==> src/rtl/mem_arb_pkg.sv <==
// mem_arb_pkg
//   Shared types and helpers for the two-port memory arbiter.
//   owner_t  : who drives the memory this cycle (IDLE, OWN0, OWN1)
//   NUM_PORTS: number of requesters
//   pick()   : choose a new owner from the pending flags. When both ports are
//              pending, the port that was not granted last wins.
package mem_arb_pkg;

  typedef enum logic [1:0] {
    IDLE = 2'd0,
    OWN0 = 2'd1,
    OWN1 = 2'd2
  } owner_t;

  localparam int NUM_PORTS = 2;

  function automatic owner_t pick(input logic pend0, input logic pend1,
                                  input logic last);
    owner_t o;
    if (pend0 && pend1)
      o = last ? OWN0 : OWN1;
    else if (pend0)
      o = OWN0;
    else if (pend1)
      o = OWN1;
    else
      o = IDLE;
    return o;
  endfunction

endpackage

==> src/rtl/mem_arb_pick.sv <==
// mem_arb_pick
//   Combinational tie-break for the memory arbiter.
//   Macro ARB_RR_EN: defined   -> round-robin, the port not granted last wins a tie
//                    undefined -> fixed priority, port 0 always wins a tie
// Ports:
//   pend0, pend1 : in  port has a beat waiting for a fresh grant
//   last         : in  port that received the most recent grant (0/1)
//   owner        : out owner selected if no locked burst overrides it
module mem_arb_pick
  import mem_arb_pkg::*;
(
  input  logic   pend0,
  input  logic   pend1,
  input  logic   last,
  output owner_t owner
);

`ifdef ARB_RR_EN
  assign owner = pick(pend0, pend1, last);
`else
  // Pinning last to 1 turns the round-robin rule into "port 0 wins ties".
  logic unused_last;
  assign unused_last = last;
  assign owner = pick(pend0, pend1, 1'b1);
`endif

endmodule

==> src/rtl/mem_arbiter.sv <==
// mem_arbiter
//   Shares a single-port word memory (combinational read, posedge write)
//   between port 0 (ARM core) and port 1 (DMA/debug loader). A registered owner
//   decides which port drives the memory each cycle. Locked bursts keep the
//   owner, but a waiting port gets the memory after at most MAX_BURST locked beats.
//   Tie-break mode is chosen by macro ARB_RR_EN (see mem_arb_pick).
// Parameters: AW address width, DW data width, MAX_BURST locked-beat cap (>=1)
// Ports:
//   clk, reset (async, active-low)
//   reqN/lockN/weN/addrN/wdataN : requester N beat, held until gntN is seen
//   gntN     : beat of port N accepted this cycle (memory driven by port N)
//   rvalidN  : rdata holds the result of port N's read granted last cycle
//   rdata    : registered read data, shared between ports
//   mem_we/mem_a/mem_wd : to memory; mem_rd : from memory
module mem_arbiter
  import mem_arb_pkg::*;
#(
  parameter int AW        = 32,
  parameter int DW        = 32,
  parameter int MAX_BURST = 4
) (
  input  logic          clk,
  input  logic          reset,
  input  logic          req0,
  input  logic          req1,
  input  logic          lock0,
  input  logic          lock1,
  input  logic          we0,
  input  logic          we1,
  input  logic [AW-1:0] addr0,
  input  logic [AW-1:0] addr1,
  input  logic [DW-1:0] wdata0,
  input  logic [DW-1:0] wdata1,
  output logic          gnt0,
  output logic          gnt1,
  output logic          rvalid0,
  output logic          rvalid1,
  output logic [DW-1:0] rdata,
  output logic          mem_we,
  output logic [AW-1:0] mem_a,
  output logic [DW-1:0] mem_wd,
  input  logic [DW-1:0] mem_rd
);

  localparam int            CW  = (MAX_BURST > 1) ? $clog2(MAX_BURST) : 1;
  localparam logic [CW-1:0] CAP = CW'(MAX_BURST - 1);

  owner_t                 owner, owner_nxt, pick_owner;
  logic                   last;
  logic [CW-1:0]          burst_cnt, cnt_nxt;
  logic [NUM_PORTS-1:0]   pend;

  // A granted unlocked beat is finished; its still-high req must not win again.
  assign pend = {req1 & ~(gnt1 & ~lock1), req0 & ~(gnt0 & ~lock0)};

  mem_arb_pick u_pick (
    .pend0 (pend[0]),
    .pend1 (pend[1]),
    .last  (last),
    .owner (pick_owner)
  );

  always_comb begin
    owner_nxt = pick_owner;
    cnt_nxt   = '0;
    if (owner == OWN0 && lock0 && req0) begin
      if (!pend[1]) begin
        owner_nxt = OWN0;
        cnt_nxt   = burst_cnt;
      end else if (burst_cnt < CAP) begin
        owner_nxt = OWN0;
        cnt_nxt   = burst_cnt + 1'b1;
      end else begin
        owner_nxt = OWN1;
      end
    end else if (owner == OWN1 && lock1 && req1) begin
      if (!pend[0]) begin
        owner_nxt = OWN1;
        cnt_nxt   = burst_cnt;
      end else if (burst_cnt < CAP) begin
        owner_nxt = OWN1;
        cnt_nxt   = burst_cnt + 1'b1;
      end else begin
        owner_nxt = OWN0;
      end
    end else if (pick_owner == owner) begin
      cnt_nxt = burst_cnt;
    end
  end

  // Memory follows the live inputs of the current owner.
  always_comb begin
    mem_we = 1'b0;
    mem_a  = '0;
    mem_wd = '0;
    case (owner)
      OWN0: begin
        mem_we = we0;
        mem_a  = addr0;
        mem_wd = wdata0;
      end
      OWN1: begin
        mem_we = we1;
        mem_a  = addr1;
        mem_wd = wdata1;
      end
      default: ;
    endcase
  end

  always_ff @(posedge clk or negedge reset) begin
    if (!reset) begin
      owner     <= IDLE;
      gnt0      <= 1'b0;
      gnt1      <= 1'b0;
      rvalid0   <= 1'b0;
      rvalid1   <= 1'b0;
      rdata     <= '0;
      burst_cnt <= '0;
      last      <= 1'b1;
    end else begin
      owner     <= owner_nxt;
      gnt0      <= (owner_nxt == OWN0);
      gnt1      <= (owner_nxt == OWN1);
      burst_cnt <= cnt_nxt;
      rvalid0   <= (owner == OWN0) && !we0;
      rvalid1   <= (owner == OWN1) && !we1;
      if (owner != IDLE)
        last <= (owner == OWN1);
      if ((owner == OWN0 && !we0) || (owner == OWN1 && !we1))
        rdata <= mem_rd;
    end
  end

endmodule
==> config.mk <==
export PLATFORM = sky130hd
export DESIGN_NAME = mem_arbiter
export DESIGN_NICKNAME = d
export VERILOG_FILES = /design/src/rtl/mem_arb_pkg.sv /design/src/rtl/mem_arb_pick.sv /design/src/rtl/mem_arbiter.sv
export SDC_FILE = /design/constraint.sdc
export NUM_CORES = 1
export LEC_CHECK = 0
export BUFFER_PORTS_ARGS = -buffer_cell sky130_fd_sc_hd__buf_2
export CAP_MARGIN = 10
export CORE_AREA = 5 5 101 103
export DETAILED_ROUTE_END_ITERATION = 10
export DIE_AREA = 0 0 106 108
export PLACE_DENSITY_LB_ADDON = 0.3
export SLEW_MARGIN = 20
export SYNTH_ARGS = -nofsm -noshare
export SYNTH_HDL_FRONTEND = slang
export SYNTH_HIERARCHICAL = 1
export SYNTH_SLANG_ARGS = --single-unit
==> constraint.sdc <==
create_clock -name clk -period 5 [get_ports clk]
set_input_delay 0.25 -clock clk [delete_from_list [all_inputs] [get_ports clk]]
set_output_delay 0.25 -clock clk [all_outputs]
set_load 0.02 [all_outputs]
Yosys cells after proc, flatten, opt, wreduce, memory -nomap -nowiden
Cells that the tools add are included.

Register bits: 40. Input bits: 168.

Add/sub/neg operators: 1. Order comparisons: 1. Equality and inequality tests: 8. Multiplexer cells: 18. Bitwise operators: 8. Reduce and logical (&&, ||, !) cells: 11.

Operators by type and width (count): case mux 32 bit (2 select lines) (2); 2-to-1 mux 2 bit (15); logical AND 1 bit (7); bitwise AND 1 bit (4); == test 2 x 1 -> 1 bit (second input constant) (2); == test 2 bit (second input constant) (2); inverter 1 bit (4); inequality test 3 x 2 -> 1 bit (second input constant) (1); inequality test 3 bit (second input constant) (1); AND reduction 3 bit (1); adder 2 x 1 -> 2 bit (second input constant) (1); == test 2 bit (1); zero test 1 bit (2); less-than comparator 2 bit (second input constant) (1); inequality test 2 x 1 -> 1 bit (second input constant) (1); case mux 1 bit (2 select lines) (1); logical OR 1 bit (1).

Longest topological paths before layout
Gate-level depths: netlist of the first run.

Depth in word-level cells: 11. Depth in mapped cells: 8. Depth with buffers taken out: 7.

Cells and area by module
The synthesis of the first run kept the hierarchy.

By module, submodules not included: mem_arbiter (instances 1, cells an instance 272, area an instance 2808.9 sq um, sequential area each 1027.2 sq um); mem_arb_pick (instances 1, cells an instance 2, area an instance 10.0 sq um, sequential area each 0.0 sq um).

Worst setup path before layout of the first run
OpenSTA, ideal clock, no wires.

Kind: flip-flop to output port. Start: register owner[1]. End: output port mem_a[10]. Arrival time: 1.636 ns. Data required time: 4.750 ns. Slack: 3.114 ns. Stages on the path, launching flop included: 7. Path through: dfrtp_1 -> inv_1 -> ha_1 -> clkbuf_1 -> clkbuf_1 -> a22oi_1 -> nor2b_1.

Cells in the longest elaborated chain, start to end: 2. Elaborated cells between the ends (all ways): 3. Classes of those cells: eq/ne (2); mux (1).

RTL lines: start: declaration (RTL line mem_arbiter.sv:48) `owner_t owner, owner_nxt, pick_owner;`; start signal: assignment (RTL line mem_arbiter.sv:122) `owner <= owner_nxt;`; == test 2 bit / == test 2 x 1 -> 1 bit (equally long branches) (RTL line mem_arbiter.sv:96) `case (owner)`; case mux 32 bit (2 select lines) * (RTL line mem_arbiter.sv:96); end: declaration (RTL line mem_arbiter.sv:40) `output logic [AW-1:0] mem_a,`.

Every way passes the cells marked *; elsewhere a longest branch is shown, timed or not.

Final worst setup path of the first run
Start: register owner[0]. End: output port mem_a[16].

The elaborated chain is that of the path after synthesis.

==> results of run 1 <==
-- final timing paths --
check,to,slack (ns),cells after the start
worst max-delay path,mem_a[16],2.42,5
worst min-delay path,rdata[13],0.07,1
worst max register to register,burst_cnt[0],2.75,7
worst min register to register,rdata[2],0.49,1
max in group asynchronous,burst_cnt[0],4.37,1
min in group clk,rvalid1,0.13,2
-- layer usage --
| metal | global-route usage [%] | vias to the layer above |
|---|---|---|
| met3 | 6.03 | 15 |
| met4 | 4.26 | 4 |
| li1 | - | 1478 |
| met2 | 29.0 | 167 |
| met5 | 0 | - |
| met1 | 19.1 | 1393 |
-- placed cells by master (no fill, tap or decap) --
cell / n
buf_2: 268
nor2b_1: 67
a22oi_1: 65
dfrtp_1: 40
mux2_4: 30
clkbuf_8: 5
a21oi_1: 4
nand3_1: 3
and3_1: 3
and2_1: 3
nand2_1: 3
nor2_1: 3
buf_4: 3
inv_1: 2
nand2b_1: 2
o21ai_1: 2
xor2_1: 2
a22o_1: 2
mux2_1: 2
ha_1: 2
ha_2: 2
diode_2: 1
nand4_1: 1
o21ai_0: 1
nor2b_4: 1
inv_2: 1
or2_2: 1
a211oi_1: 1
nor4_1: 1
or3_1: 1
bufinv_16: 1
clkinvlp_4: 1
clkinv_2: 1
-- state kept, by name, indices dropped and copies added (netlist names) --
signal / cells
rvalid1: 1
gnt0: 1
rvalid0: 1
rdata: 32
owner: 2
burst_cnt: 2
gnt1: 1
-- worst register-to-register path, stage by stage, from the launching register on --
cell and delay, ns:
dfrtp_1 0.41, inv_1 0.09, ha_2 0.19, buf_4 0.53, and3_1 0.34, nor4_1 0.07, or3_1 0.33, a22o_1 0.18
-- layout make-up --
type	instances	area [µm²]	share of cell area [%]
Antenna cell	1	2.50	0.0586
Clock buffer	5	68.8	1.61
Clock inverter	3	42.5	0.997
Inverter	3	11.3	0.264
Multi-Input combinational cell	202	1640	38.4
Sequential cell	40	1000	23.5
Tap cell	111	139	3.25
Timing Repair Buffer	271	1360	32.0
-- report_power, final --
part,leakage [nW],switching [mW],internal [mW],total (mW)
Clock,0.0541,0.111,0.148,0.259
Combinational,1.76,0.404,0.335,0.738
Sequential,0.479,0.0446,0.408,0.453
-- stage by stage --
| step | setup WS (ns) | instances | total power [mW] | utilization [%] |
|---|---|---|---|---|
| floorplan | 3.11 | 271 | 0.944 | - |
| global placement | 2.79 | 627 | 1.19 | 45.6 |
| detailed placement | 2.72 | 627 | 1.20 | 45.6 |
| CTS | 2.41 | 635 | 1.47 | 46.8 |
| global route | 2.20 | 636 | 1.54 | 46.9 |
| finish | 2.42 | 636 | 1.45 | 46.9 |
==> flow_summary.ini, run 1 <==
[global_route]
grt_max_degree = 68
grt_pass1_wl_um = 15400
grt_pass1_vias = 3069
grt_usage_pct = 16.5
grt_overflow = 0
grt_antenna_before_repair = 3

[timing]
tns_ns = 0
maxSlewViolCount = 0
fmax_ghz = 0.387
rsz0062_at_grt = no
worst_pin_slew_ns = 1.06
finalCritPeriodShare_pct = 51.7
hold_viol_final = 0
hold_slack_ns = 0.0747
period_needed_ns = 2.58
setup_violations = 0
slew_headroom_pct = 29.2
fin_skew_ns = 0.00752

[clock_network]
root_buffer = clkbuf_8
htreeDepth = 2
clockBufferDepth = 2
cts_made_buffers = 5
path_clk_slew_ns = 0.07
post_cts_buffers = 0
cts.sinks = 40
cts_tree = yes
cts.hold.buffers_added = 0
clkLatencyLatePin_ns = 0.29
cts_resized = 0

[synthesis]
syn-cell-area_um2 = 2780
postSynthCellCount = 271
synth_fp_nets = 443
syn_avg_cell_area_um2 = 10.3
yosysWarnings = 6

[floorplan]
start_util_pct = 30.6
die_y_um = 108
dieArea_um2 = 11400
chipWidth_um = 106
rows = 35
coreArea_um2 = 9110
pin_count = 269

[hold_path]
hp-class = in -> async

[setup_path]
arrival_ns = 2.33
crit_family = adder cells
worst_setup_path_start_kind = flop
path_cells = inv_1 > ha_1 > buf_4 > nor2b_1 > buf_2
critPathCaptureType = output port
timing.rr.start = owner[0]
criticalPathCategory = reg -> out
crit_start = owner[0]
slowest_stage = ha_1
crit_fanout = 36
path_buf_inv = 3
slowest_delay_ns = 0.79
cp.required_ns = 4.75

[power_and_ir_drop]
p_leak_nw = 2.29
powerDensity_nw_per_um2 = 340
ir_drop_mv = 0.149

[routing]
wl_met2_um = 5250
drt-pass1-iter-count = 4
met1_length_um = 3960
wl_per_cell_um = 16.3
first_iter_violations = 151
route.detailed.drc = 0
wl_um = 10400
ant_nets = 0
dr_wl_met3_um = 1040
viasPerCell = 4.81
num_vias = 3057
topRoutingLayerUsed = met5

[final_layout]
drive_above_1_share_pct = 59.9
final_nets = 695
final_area_um2 = 4270
syn2layout_area_growth_pct = 53.3
n_fill_cell = 886

[placed_design]
io_buffers = 268
dp_hpwl_um = 8240
placed_cell_area_um2 = 4150
gp_congestion = 0.849

[run_status]
outcome = finished, final reports clean

[job]
maxCapViolCount = 0
No activity file was read; power rests on OpenSTA's default activity.
==> run 2: changes to the inputs <==
Settings changed: CORE_AREA 5 5 101 103 to 5 5 102 104, DIE_AREA 0 0 106 108 to 0 0 107 109.
Clock period 5 ns to 2.6 ns, I/O delays scaled along.
==> run 2 against run 1 <==
Compared with the run above: register-to-register slack worse by 2.4 ns; global-route usage is 0.40 points lower; non-clock buffer count is 2 higher; setup slack worse by 2.1 ns; sequential power is 92% higher; wire length is 0.68% lower; sequential cell count stayed put; critical path depth is 2 higher; hold slack worse by 0.044 ns; highest routed layer is now met4.
==> flow_summary.ini, run 2 (same netlist as run 1, synthesis figures left out) <==
[final_layout]
largest_reg_flops = 32
final_nets = 697
regMostFlops = rdata
mostFrequentLayoutCells = buf_2 (268), nor2b_1 (67), a22oi_1 (65)
layout_commonest_cell = buf_2
syn2layout_area_growth_pct = 54.1
drive_above_1_share_pct = 59.7
antennaDiodeCount = 0
reg_top3 = rdata: 32 flops, burst_cnt: 2 flops, owner: 2 flops
layout.cells.non_filler = 640

[power_and_ir_drop]
p_leak_nw = 2.30
powerDensity_nw_per_um2 = 650
power_mw = 2.79
ir_drop_mv = 0.273

[timing]
tns_ns = 0
maxSlewViolCount = 0
hold_viol_final = 0
rsz0062_at_grt = no
worst_pin_slew_ns = 1.04
hold_slack_ns = 0.0303
period_needed_ns = 2.29
fmax_ghz = 0.437
worst_slack_ns = 0.310
slew_headroom_pct = 30.8
fin_skew_ns = 0.00205
finalCritPeriodShare_pct = 88.1
setup_violations = 0

[routing]
wl_per_cell_um = 16.1
drt-pass1-iter-count = 4
ant_nets = 0
wl_um = 10300
route.detailed.drc = 0
viasPerCell = 4.89
first_iter_violations = 139
num_vias = 3131

[global_route]
grt_usage_pct = 16.1
grt_overflow = 0
grt_max_degree = 68
grt_pass1_wl_um = 15200
grt_pass1_vias = 3156
grt_antenna_before_repair = 0

[floorplan]
rows = 36
pin_count = 269
start_util_pct = 29.4
dieArea_um2 = 11700
chipWidth_um = 107
coreArea_um2 = 9460
die_y_um = 109

[hold_path]
hp-class = in -> reg

[setup_path]
critPathCaptureType = flop
slowest_stage = buf_4
crit_fanout = 67
criticalPathCategory = reg -> reg
arrival_ns = 2.47
cp.required_ns = 2.78
path_cells = inv_1 > ha_2 > buf_4 > and3_1 > nor4_1 > or3_1 > a22o_1
worst_setup_path_start_kind = flop
slowest_delay_ns = 0.52

[placed_design]
dp_hpwl_um = 8190
dp_cells = 630
pre_cts_ws_ns = 0.294
gp_congestion = 0.829
io_buffers = 268

[run_status]
outcome = finished, final reports clean

[clock_network]
cts_tree = yes
cts.sinks = 40
clkLatencyLatePin_ns = 0.29
clockBufferDepth = 2
cts_made_buffers = 5
path_clk_slew_ns = 0.08
root_buffer = clkbuf_8
cts_resized = 0
htreeDepth = 2

[job]
maxCapViolCount = 0
==> run 2: cell types whose count changed in the layout (fill, tap and decap cells not counted), sizes merged <==
cell         before  now
dlygate4sd3       0    2
diode             1    0
==> run 2: cell type report <==
class	instances	area, µm²
clock buffers	5	68.8
clock inverters	3	42.5
fillers	941	5170
inverters	3	11.3
multi-input cells	202	1640
flip-flops and latches	40	1000
well taps	114	143
repair buffers	273	1380
==> run 2: worst paths after layout <==
kind | startpoint | end | slack [ns] | cells past startpoint
max | owner[0] | burst_cnt[1] | 0.31 | 7
min | we0 | rvalid0 | 0.03 | 2
max reg2reg | owner[0] | burst_cnt[1] | 0.31 | 7
min reg2reg | rdata[1] | rdata[1] | 0.49 | 1
max in group asynchronous | reset | rdata[11] | 1.52 | 2
min in group asynchronous | reset | rdata[26] | 0.53 | 2
==> run 2: power breakdown <==
| group | leakage (nW) | total [mW] | switching (mW) | internal [mW] |
|---|---|---|---|---|
| sequential | 0.479 | 0.871 | 0.0867 | 0.784 |
| clock | 0.0541 | 0.498 | 0.214 | 0.284 |
| combinational | 1.77 | 1.42 | 0.776 | 0.643 |
==> run 2: per-layer routing <==
| metal | vias up | part of all wire, % | wire, µm | global-route usage [%] |
|---|---|---|---|---|
| li1 | 1488 | - | - | - |
| met1 | 1470 | 36 | 3660 | 17.6 |
| met2 | 157 | 52 | 5330 | 29.2 |
| met3 | 16 | 11 | 1110 | 5.80 |
| met4 | 0 | 1.9 | 199 | 5.02 |
| met5 | - | 0 | 0 | 0 |
==> run 2: timing repair <==
item                                   in CTS  in global routing
hold buffers                                2                  0
endpoints found under the hold margin      41                  0
setup buffers                               0                  0
==> run 2: critical path: cells and delay by family, from the launching register on <==
| kind | cells | cell delay [ns] |
|---|---|---|
| simple gates | 3 | 0.74 |
| buf+inv | 2 | 0.63 |
| flops | 1 | 0.42 |
| fa+ha+maj | 1 | 0.20 |
| compound gates | 1 | 0.18 |
==> run 2: per-stage QoR <==
stage               utilization [%]  area [µm²]
floorplan                         -        2780
global placement               44.0        4160
detailed placement             44.0        4160
CTS                            45.3        4290
global route                   45.3        4290
finish                         45.3        4290
